File: config.mk
export PLATFORM = sky130hd
export DESIGN_NAME = pixel_scheduler
export DESIGN_NICKNAME = d
export VERILOG_FILES = /design/src/rtl/pixel_scheduler.sv
export SDC_FILE = /design/constraint.sdc
export NUM_CORES = 1
export LEC_CHECK = 0
export CAP_MARGIN = 5
export CORE_ASPECT_RATIO = 1.4
export CORE_MARGIN = 3
export CORE_UTILIZATION = 40
export CTS_BUF_LIST = sky130_fd_sc_hd__clkbuf_8
export DETAILED_ROUTE_END_ITERATION = 8
export PLACE_DENSITY = 0.63
export SLEW_MARGIN = 20
export SYNTH_ARGS = -nofsm -noshare
export SYNTH_HDL_FRONTEND = slang
export SYNTH_SLANG_ARGS = --single-unit
File: constraint.sdc
create_clock -name out_stream_aclk -period 5.3 [get_ports out_stream_aclk]
set_input_delay 1.06 -clock out_stream_aclk [delete_from_list [all_inputs] [get_ports out_stream_aclk]]
set_output_delay 1.06 -clock out_stream_aclk [all_outputs]
set_load 0.02 [all_outputs]
File: src/rtl/pixel_scheduler.sv
// Pixel scheduler: walks one video frame in raster order into a pipelined
// compute core, tags each pixel with SOF/EOL, and returns the core's in-order
// results on an AXI4-Stream video output through a credit-protected FIFO.
module pixel_scheduler #(
  parameter int unsigned X_SIZE     = 480,
  parameter int unsigned Y_SIZE     = 480,
  parameter int unsigned COORD_W    = 10,
  parameter int unsigned DATA_W     = 32,
  parameter int unsigned FIFO_DEPTH = 32
) (
  input  logic                  out_stream_aclk,
  input  logic                  periph_reset,
  input  logic                  start,
  input  logic                  continuous,
  output logic                  busy,
  output logic                  frame_done,
  output logic                  err,
  output logic                  core_valid_in,
  output logic [COORD_W-1:0]    core_x,
  output logic [COORD_W-1:0]    core_y,
  input  logic                  core_valid_out,
  input  logic [DATA_W-1:0]     core_data,
  output logic [DATA_W-1:0]     out_stream_tdata,
  output logic                  out_stream_tvalid,
  input  logic                  out_stream_tready,
  output logic                  out_stream_tlast,
  output logic                  out_stream_tuser,
  output logic [DATA_W/8-1:0]   out_stream_tkeep
);

  localparam int unsigned AW = (FIFO_DEPTH > 1) ? $clog2(FIFO_DEPTH) : 1;
  localparam int unsigned CW = AW + 1;

  localparam logic [COORD_W-1:0] XLast  = COORD_W'(X_SIZE - 1);
  localparam logic [COORD_W-1:0] YLast  = COORD_W'(Y_SIZE - 1);
  localparam logic [CW-1:0]      DepthC = CW'(FIFO_DEPTH);
  localparam logic [CW:0]        DepthW = (CW + 1)'(FIFO_DEPTH);

  typedef enum logic [1:0] {StIdle, StRun, StDrain} state_e;

  // Control state
  state_e               state_q;
  logic [COORD_W-1:0]   x_q, y_q;
  logic                 core_valid_in_q;
  logic [COORD_W-1:0]   core_x_q, core_y_q;
  logic                 frame_done_q;

  // Bookkeeping
  logic [CW-1:0]        in_flight_q, in_flight_d;
  logic                 err_q, err_d;

  // Tag FIFO: one {sof, eol} entry per pixel inside the core
  logic [1:0]           tag_mem_q [FIFO_DEPTH];
  logic [AW-1:0]        tag_wr_ptr_q, tag_rd_ptr_q;

  // Output FIFO: {data, sof, eol}
  logic [DATA_W+1:0]    of_mem_q [FIFO_DEPTH];
  logic [AW-1:0]        of_wr_ptr_q, of_rd_ptr_q;
  logic [CW-1:0]        of_count_q, of_count_d;

  // Combinational helpers
  logic [CW:0]          occupancy;
  logic                 credit_ok;
  logic                 issue;
  logic                 last_pix;
  logic                 ret_ok;
  logic                 ret_bad;
  logic                 of_full;
  logic                 of_pop;
  logic                 of_push;
  logic                 of_overflow;
  logic                 drain_done;
  logic [1:0]           tag_in;
  logic [1:0]           tag_out;
  logic [DATA_W+1:0]    of_head;

  // Credit, issue and return decisions for the current cycle
  always_comb begin
    // Every pixel issued but not yet popped downstream holds one FIFO slot
    occupancy   = {1'b0, in_flight_q} + {1'b0, of_count_q};
    credit_ok   = occupancy < DepthW;
    issue       = credit_ok && ((state_q == StIdle && start) || state_q == StRun);
    last_pix    = (x_q == XLast) && (y_q == YLast);
    ret_ok      = core_valid_out && (in_flight_q != '0);
    ret_bad     = core_valid_out && (in_flight_q == '0);
    of_full     = (of_count_q == DepthC);
    of_pop      = (of_count_q != '0) && out_stream_tready;
    of_push     = ret_ok && (!of_full || of_pop);
    of_overflow = ret_ok && of_full && !of_pop;
    drain_done  = (state_q == StDrain) && (in_flight_q == '0) && (of_count_q == '0);
    tag_in      = {(x_q == '0) && (y_q == '0), x_q == XLast};
    tag_out     = tag_mem_q[tag_rd_ptr_q];
    of_head     = of_mem_q[of_rd_ptr_q];
  end

  // Next-state for the counters and the sticky error
  always_comb begin
    in_flight_d = in_flight_q;
    if (issue && !ret_ok) begin
      in_flight_d = in_flight_q + CW'(1);
    end else if (!issue && ret_ok) begin
      in_flight_d = in_flight_q - CW'(1);
    end

    of_count_d = of_count_q;
    if (of_push && !of_pop) begin
      of_count_d = of_count_q + CW'(1);
    end else if (!of_push && of_pop) begin
      of_count_d = of_count_q - CW'(1);
    end

    err_d = err_q | ret_bad | of_overflow;
  end

  // Frame FSM with the registered issue port and frame_done pulse
  always_ff @(posedge out_stream_aclk or posedge periph_reset) begin
    if (periph_reset) begin
      state_q         <= StIdle;
      x_q             <= '0;
      y_q             <= '0;
      core_valid_in_q <= 1'b0;
      core_x_q        <= '0;
      core_y_q        <= '0;
      frame_done_q    <= 1'b0;
    end else begin
      frame_done_q    <= 1'b0;
      core_valid_in_q <= issue;

      if (issue) begin
        core_x_q <= x_q;
        core_y_q <= y_q;
        if (x_q == XLast) begin
          x_q <= '0;
          y_q <= (y_q == YLast) ? '0 : y_q + COORD_W'(1);
        end else begin
          x_q <= x_q + COORD_W'(1);
        end
      end

      unique case (state_q)
        StIdle: begin
          // The first pixel goes out on the same edge that samples start
          if (start) begin
            state_q <= (issue && last_pix) ? StDrain : StRun;
          end
        end
        StRun: begin
          if (issue && last_pix) begin
            state_q <= StDrain;
          end
        end
        StDrain: begin
          if (drain_done) begin
            frame_done_q <= 1'b1;
            x_q          <= '0;
            y_q          <= '0;
            state_q      <= continuous ? StRun : StIdle;
          end
        end
        default: state_q <= StIdle;
      endcase
    end
  end

  // Pointers, counters and the sticky error flag
  always_ff @(posedge out_stream_aclk or posedge periph_reset) begin
    if (periph_reset) begin
      in_flight_q  <= '0;
      err_q        <= 1'b0;
      tag_wr_ptr_q <= '0;
      tag_rd_ptr_q <= '0;
      of_wr_ptr_q  <= '0;
      of_rd_ptr_q  <= '0;
      of_count_q   <= '0;
    end else begin
      in_flight_q <= in_flight_d;
      err_q       <= err_d;
      of_count_q  <= of_count_d;
      if (issue) begin
        tag_wr_ptr_q <= tag_wr_ptr_q + AW'(1);
      end
      // A returned beat consumes its tag even if the output FIFO drops it
      if (ret_ok) begin
        tag_rd_ptr_q <= tag_rd_ptr_q + AW'(1);
      end
      if (of_push) begin
        of_wr_ptr_q <= of_wr_ptr_q + AW'(1);
      end
      if (of_pop) begin
        of_rd_ptr_q <= of_rd_ptr_q + AW'(1);
      end
    end
  end

  // Tag storage; contents need no reset since pointers qualify every read
  always_ff @(posedge out_stream_aclk) begin
    if (issue) begin
      tag_mem_q[tag_wr_ptr_q] <= tag_in;
    end
  end

  // Output FIFO storage
  always_ff @(posedge out_stream_aclk) begin
    if (of_push) begin
      of_mem_q[of_wr_ptr_q] <= {core_data, tag_out};
    end
  end

  // Head entry is stable until popped, so the stream fields hold under backpressure
  assign out_stream_tvalid = (of_count_q != '0);
  assign out_stream_tdata  = out_stream_tvalid ? of_head[DATA_W+1:2] : '0;
  assign out_stream_tuser  = out_stream_tvalid & of_head[1];
  assign out_stream_tlast  = out_stream_tvalid & of_head[0];
  assign out_stream_tkeep  = '1;

  assign busy          = (state_q != StIdle);
  assign frame_done    = frame_done_q;
  assign err           = err_q;
  assign core_valid_in = core_valid_in_q;
  assign core_x        = core_x_q;
  assign core_y        = core_y_q;

endmodule

==> results of run 1 <==
flip-flops by register name, indices dropped and copies added, names as in the netlist, 2 cells and up:
| name | count |
|---|---|
| core_x | 10 |
| core_y | 10 |
| in_flight_q | 6 |
| of_count_q | 6 |
| of_mem_q | 1088 |
| of_rd_ptr_q | 5 |
| of_wr_ptr_q | 5 |
| state_q | 2 |
| tag_mem_q | 64 |
| tag_rd_ptr_q | 5 |
| tag_wr_ptr_q | 5 |
| x_q | 10 |
| y_q | 10 |
stage by stage:
step	total power, W	instances
final	0.0288	4334
after global routing	0.0301	4334
after CTS	0.0291	4332
after detailed placement	0.0220	4006
after global placement	0.0218	4006
after floorplan	0.0184	2366
layout make-up:
| class | count | area [um2] |
|---|---|---|
| Tap cell | 1596 | 2000 |
| Fill cell | 9987 | 64500 |
| Inverter | 19 | 77.6 |
| Multi-Input combinational cell | 986 | 11300 |
| Antenna cell | 2 | 5.00 |
| Clock buffer | 190 | 2620 |
| Timing Repair Buffer | 176 | 1750 |
| Clock inverter | 136 | 742 |
| Sequential cell | 1229 | 36500 |
logic make-up after synthesis:
logic type	after synthesis	synth area share
DFF	1229	0.758
muxes	400	0.151
and+or+nand+nor	315	0.0325
AOI/OAI and AO/OA	209	0.0314
buffers and inverters	151	0.0138
adders and majority gates	31	0.00836
xor gates and xnor gates	27	0.00491
other	1	0.0000778
power groups by stage:
| stage | Sequential, W | Clock, W | Combinational [W] |
|---|---|---|---|
| final | 0.0120 | 0.00712 | 0.00966 |
| after global routing | 0.0121 | 0.00775 | 0.0103 |
| after CTS | 0.0120 | 0.00731 | 0.00980 |
| after detailed placement | 0.0122 | 0 | 0.00977 |
| after global placement | 0.0122 | 0 | 0.00962 |
| after floorplan | 0.0120 | 0 | 0.00644 |
per-layer routing:
metal / track usage / vias to the layer above / share of wire
met1: 0.233 / 13100 / 0.38
met2: 0.327 / 963 / 0.52
met3: 0.0360 / 238 / 0.063
met4: 0.0770 / 2 / 0.033
li1: - / 10200 / -
met5: 0 / - / 0.00011
critical path, cell delays in order, from the launching register on:
cell and delay, ns:
dfrtp_4 0.47, buf_12 0.69, mux4_2 0.35, mux2_2 0.15, o22ai_1 0.09, nor3_1 0.72, clkdlybuf4s50_1 0.76
cell usage in the layout (no fill, tap or decap), types with 8 or more instances in the layout:
master,Yosys,layout
buf_12,0,21
nor2_1,85,52
edfxtp_1,1152,1152
nor2_4,0,33
buf_4,11,58
nor3_1,41,40
ha_1,29,29
nand3_1,18,18
clkinv_2,0,16
nand4_1,11,11
nand2_1,96,96
o221ai_1,28,28
clkbuf_8,0,190
mux2_2,71,71
clkdlybuf4s50_1,0,80
mux2i_1,73,73
nor4_1,9,8
a211oi_1,31,31
o22ai_1,41,41
a21oi_1,22,22
a22o_1,34,34
nand3b_1,8,8
inv_1,16,78
buf_2,36,16
o21ai_0,21,21
mux4_2,256,256
clkinv_1,1,39
dfrtp_1,77,72
xnor2_1,21,21
timing repair:
item | 4_1_cts | 5_1_grt
hold endpoints to repair | 0 | 0
gates cloned | 0 | 0
setup endpoints to repair | 3 | 1
gates resized for setup | 2 | 2
buffers inserted | 0 | 0
path summary, 6_finish.rpt:
path | from | to | slack (ns)
worst max-delay path | of_rd_ptr_q[1] | out_stream_tdata[29] | 0.08
worst min-delay path | err | err | 0.47
min in group asynchronous | periph_reset | core_y[0] | 0.56
worst min register to register | err | err | 0.47
worst max register to register | of_count_q[5] | in_flight_q[5] | 1.55
max in group asynchronous | periph_reset | frame_done | 3.72
==> key figures, run 1 <==
Synth
  – Sequential share of the synthesized area: 0.758
  – Synth Cell Area: 48,200 um2
  – Post-synth EDFFs: 1,152
  – Post-Synthesis Cells: 2,363
  – Synth Warn #: 0
  – Synth unique cells: 63
  – Yosys reg bits: 1,229
  – Synth Area per Inst: 20.4 um2
  – Async set or reset register ratio after synthesis: 0.0627
  – Commonest cells in the netlist: edfxtp_1 (1,152), mux4_2 (256), nand2_1 (96)
  – Yosys top cell area share: 0.718
  – Largest cells by area after synthesis: edfxtp_1 (72%), mux4_2 (12%), dfrtp_1 (4.0%)
  – Yosys top cell by area: edfxtp_1
  – Top FF cell, synth: edfxtp_1
  – Most frequent cell after synthesis: edfxtp_1

Worst setup path
  – Crit Path Category: flop to output port
  – CP endpoint kind: output port
  – Req. time, crit path: 4.24 ns
  – Reg2reg path depth: 13
  – CP max FO: 136
  – Crit path launch type: flop
  – Crit path DAT: 4.16 ns

CTS
  – Clk buf depth: 3
  – Root Driver: clkbuf_8
  – CTS tree: built
  – CTS Buf Count: 180
  – Clock sink count: 1,229
  – CTS HTree Levels: 4
  – Hold buffer count at cts: 0
  – Worst-path clk slew: 0.06 ns
  – Clock latency on the worst-skew pair: 0.89 ns

Floorplanning
  – Core area: 120,000 um2
  – Initial Util: 0.403
  – IO Pins: 101
  – Chip width: 299 um
  – Site Rows: 150
  – Die span in y: 417 um
  – Die area: 125,000 um2

Worst hold path
  – Worst Hold Depth: 1
  – Hold WC Path Type: flop to flop

Timing
  – Final Worst Setup Slack: 0.0812 ns
  – RSZ-0062 raised after global routing: false
  – Final setup TNS: 0 ns
  – Final Hold Vio Count: 0
  – Final setup vio count: 0
  – Least-Margin Pin Slew: 1.08 ns
  – Layout Skew: 0.0476 ns
  – Fmax: 0.192 GHz
  – Final period util: 0.985
  – Min Tclk post-route: 5.22 ns
  – Slew Viols, Final: 0
  – Hold WS: 0.473 ns
  – Worst slew margin: 0.275

Route
  – WL final: 117 mm
  – Vias per Instance: 5.65
  – DRC: 0
  – Total number of vias: 24,500
  – Wire length per cell: 27.0 um
  – DR iter-0 viols: 2,166
  – Post-route antenna net violation count: 0
  – Detailed Routing Iterations Pass 1: 8

Power and ir drop
  – Switching fraction of total power: 0.334
  – Pint: 0.0192 W
  – Pwr/cell area: 524 nW/um2
  – Comb pwr share: 0.335
  – Switching Power: 0.00962 W
  – Clock power frac: 0.247
  – Static Leakage: 17.8 nW
  – Seq pwr share: 0.417
  – IR drop worst, VDD: 570 uV

Place
  – Cell Area, Placed: 51,700 um2
  – Dpl hpwl: 64.7 mm
  – GP Congestion: 0.790
  – Setup WS pre-CTS: 0.837 ns
  – PortBufs: 96

Global route
  – Largest net degree at the start of global routing: 137
  – First-pass GRT wire length: 172 mm
  – Total track usage: 0.189
  – Vias in the first global route: 25,800
  – Antenna violations before repair: 4
  – Overflow after GRT: 0

Cells and area
  – Layout area overhead: 14.1%
  – Final layout net count: 2,661
  – Share of layout cells above drive strength 1: 0.262
  – Post-Route Utilization: 0.460
  – Design area: 55,000 um2

Outcome
  – Outcome: finished clean

Run
  – Maxcap violations: 0
Power figures use the tool's default switching activity.
==> inputs of run 2 (changes only) <==
--- a/config.mk
+++ b/config.mk
@@ -6,7 +6,6 @@
 export NUM_CORES = 1
 export LEC_CHECK = 0
 export CAP_MARGIN = 5
-export CORE_ASPECT_RATIO = 1.4
 export CORE_MARGIN = 3
 export CORE_UTILIZATION = 40
 export CTS_BUF_LIST = sky130_fd_sc_hd__clkbuf_8
==> run 2 against run 1 <==
Cell count rose by 0.81%; via count rose by 0.83%; die area about the same; utilization is 0.74 points higher; sequential share of layout area shrank 0.67 points; global-route usage grew 0.49 points; hold slack better by 0.0051 ns; power grew 2.3%; critical path depth is 1 higher; critical path type unchanged; largest power group unchanged; highest routed layer is now met4.
==> key figures, run 2 (synthesis results as in run 1) <==
CTS
  – CTS HTree Levels: 4 (unchanged)
  – Clk buf depth: 3 (unchanged)
  – Hold buffer count at cts: 0 (unchanged)
  – Worst-path clk slew: 0.06 ns (about the same)
  – Clock latency on the worst-skew pair: 0.87 ns (-0.02 ns)
  – CTS Buf Count: 193 (+7.2%)
  – Clock sink count: 1,229 (unchanged)
  – CTS tree: built
  – Root Driver: clkbuf_8

Cells and area
  – Most flops, register: of_mem_q
  – Share of layout cells above drive strength 1: 0.271 (+0.00810)
  – Most frequent cells in the layout: edfxtp_1 (1,152), mux4_2 (256), clkbuf_8 (201)
  – Non-Filler Instances: 4,369 (+0.81%)
  – Final layout net count: 2,682 (+0.79%)
  – Biggest registers after layout: of_mem_q x1088, tag_mem_q x64
  – Largest register FFs: 1,088 (unchanged)
  – Most common cell after layout, fill and taps aside: edfxtp_1
  – Fillcell total: 9,823 (-1.6%)
  – Layout area overhead: 15.3%

Run
  – Maxcap violations: 0 (unchanged)

Timing
  – Worst slew margin: 0.281 (+0.00559)
  – Slew Viols, Final: 0 (unchanged)
  – Final setup TNS: 0 ns (unchanged)
  – Final Worst Setup Slack: 0.194 ns (+0.113 ns)
  – Min Tclk post-route: 5.11 ns (-0.113 ns)
  – Least-Margin Pin Slew: 1.08 ns (-0.00836 ns)
  – RSZ-0062 raised after global routing: false
  – Final setup vio count: 0 (unchanged)
  – Fmax: 0.196 GHz (+2.2%)
  – Hold WS: 0.478 ns (+0.00513 ns)
  – Final Hold Vio Count: 0 (unchanged)
  – Layout Skew: 0.0585 ns (+0.0109 ns)
  – Final period util: 0.963 (-0.0214)

Power and ir drop
  – Comb pwr share: 0.331 (-0.004)
  – Switching Power: 0.00973 W (+1.2%)
  – Clock power frac: 0.259 (+0.012)
  – IR drop worst, VDD: 465 uV (-18%)
  – Seq pwr share: 0.410 (-0.007)
  – Static Leakage: 18.0 nW (+1.2%)
  – Pint: 0.0197 W (+2.8%)
  – Switching fraction of total power: 0.330 (-0.00351)
  – Pwr/cell area: 530 nW/um2 (+1.2%)

Worst hold path
  – Hold Startpoint: core_x[8]
  – Hold WC Path Type: flop to flop

Global route
  – Vias in the first global route: 26,000 (+0.59%)
  – Antenna violations before repair: 8 (+4)
  – Total track usage: 0.194 (+0.00493)
  – Largest net degree at the start of global routing: 67 (-51%)
  – Overflow after GRT: 0 (unchanged)
  – First-pass GRT wire length: 177 mm (+2.8%)

Outcome
  – Outcome: finished clean

Worst setup path
  – CP endpoint kind: output port
  – Critical R2R Launch: of_count_q[5]
  – CP max FO: 66 (-51%)
  – Crit path launch type: flop
  – Crit path DAT: 4.05 ns (-0.11 ns)
  – CP startpoint: of_rd_ptr_q[1]
  – Req. time, crit path: 4.24 ns (about the same)
  – Crit Path Category: flop to output port

Route
  – Wire length per cell: 27.6 um (+2.0%)
  – DRC: 0 (unchanged)
  – Total number of vias: 24,700 (+0.83%)
  – Post-route antenna net violation count: 0 (unchanged)
  – WL final: 120 mm (+2.9%)
  – Detailed Routing Iterations Pass 1: 5 (-3)
  – Vias per Instance: 5.65 (about the same)
  – DR iter-0 viols: 2,234 (+3.1%)

Place
  – Dpl hpwl: 65.8 mm (+1.6%)
  – GP Congestion: 0.804 (+1.9%)
  – Post-Place Cells: 4,017 (+0.27%)
  – Setup WS pre-CTS: 0.888 ns (+0.0516 ns)
  – PortBufs: 96 (unchanged)

Floorplanning
  – Die span in y: 353 um (-15%)
  – Chip width: 353 um (+18%)
  – Die area: 125,000 um2 (about the same)
  – Initial Util: 0.406 (+0.00232)
  – Core area: 119,000 um2 (-0.57%)
  – IO Pins: 101 (unchanged)
  – Site Rows: 126 (-16%)
## run 2: changes by cell type in the layout (fill, tap and decap cells not counted), moves of 3 or more
| cell | delta |
|---|---|
| clkinv_2 | +7 |
| clkinv_1 | +12 |
| clkbuf_8 | +11 |
| clkinv_8 | -3 |
| inv_1 | -11 |
| bufinv_16 | +5 |
| buf_4 | -6 |
| buf_12 | +13 |
## run 2: final timing paths
kind | endpoint | slack (ns) | cells after the start
setup / recovery | out_stream_tdata[8] | 0.19 | 7
hold / removal | core_x[8] | 0.48 | 2
setup reg to reg | in_flight_q[5] | 1.57 | 13
hold reg to reg | core_x[8] | 0.48 | 2
max in group asynchronous | state_q[0] | 3.65 | 3
min in group asynchronous | x_q[7] | 0.65 | 2
## run 2: power by group through the flow
| stage | clock (W) | combinational, W | sequential, W |
|---|---|---|---|
| after floorplan | 0 | 0.00644 | 0.0120 |
| after detailed placement | 0 | 0.00976 | 0.0123 |
| after CTS | 0.00781 | 0.00981 | 0.0121 |
| final | 0.00763 | 0.00974 | 0.0121 |
| after global routing | 0.00826 | 0.0104 | 0.0122 |
| after global placement | 0 | 0.00965 | 0.0123 |
## run 2: cell type report
cell class,instances,area [um2],share of cell area
Clock buffer,201,2770,0.0498
Sequential cell,1229,36500,0.657
Multi-Input combinational cell,986,11300,0.203
Clock inverter,146,915,0.0165
Timing Repair Buffer,184,1980,0.0356
Inverter,19,77.6,0.00140
Antenna cell,4,10.0,0.000180
Tap cell,1600,2000,0.0360
## run 2: through the flow
stage               utilization  area [um2]  total power, W
finish                    0.468       55600          0.0295
detailed placement        0.437       51900          0.0221
CTS                       0.468       55600          0.0297
global placement          0.437       51900          0.0219
floorplan                     -       48200          0.0184
global route              0.468       55600          0.0308
## run 2: timing repair
item                                    in CTS  in global routing
endpoints found under the setup margin       4                  2
pin swaps                                    0                  0
setup buffers                                0                  1
resized for setup                            2                  0
## run 2: worst max-delay path, cell delays in order, from the launching register on
cell	delay (ns)
dfrtp_4	0.82
buf_12	0.45
buf_12	0.29
mux2i_1	0.22
o221ai_1	0.14
a211oi_1	0.51
nor3_1	0.12
clkdlybuf4s50_1	0.58
## run 2: layer usage
metal / global-route usage / up-vias / wire [um]
met5: 0 / - / 0
met4: 0.0668 / 0 / 3580
met3: 0.0402 / 198 / 8230
met2: 0.323 / 953 / 60400
met1: 0.253 / 13200 / 48300
li1: - / 10300 / -
==> inputs of run 3 (changes only) <==
--- a/config.mk
+++ b/config.mk
@@ -5,7 +5,6 @@
 export SDC_FILE = /design/constraint.sdc
 export NUM_CORES = 1
 export LEC_CHECK = 0
-export CAP_MARGIN = 5
 export CORE_MARGIN = 3
 export CORE_UTILIZATION = 40
 export CTS_BUF_LIST = sky130_fd_sc_hd__clkbuf_8
==> results of run 3 <==
Final layout, timing and power as in run 2 (identical DEF).
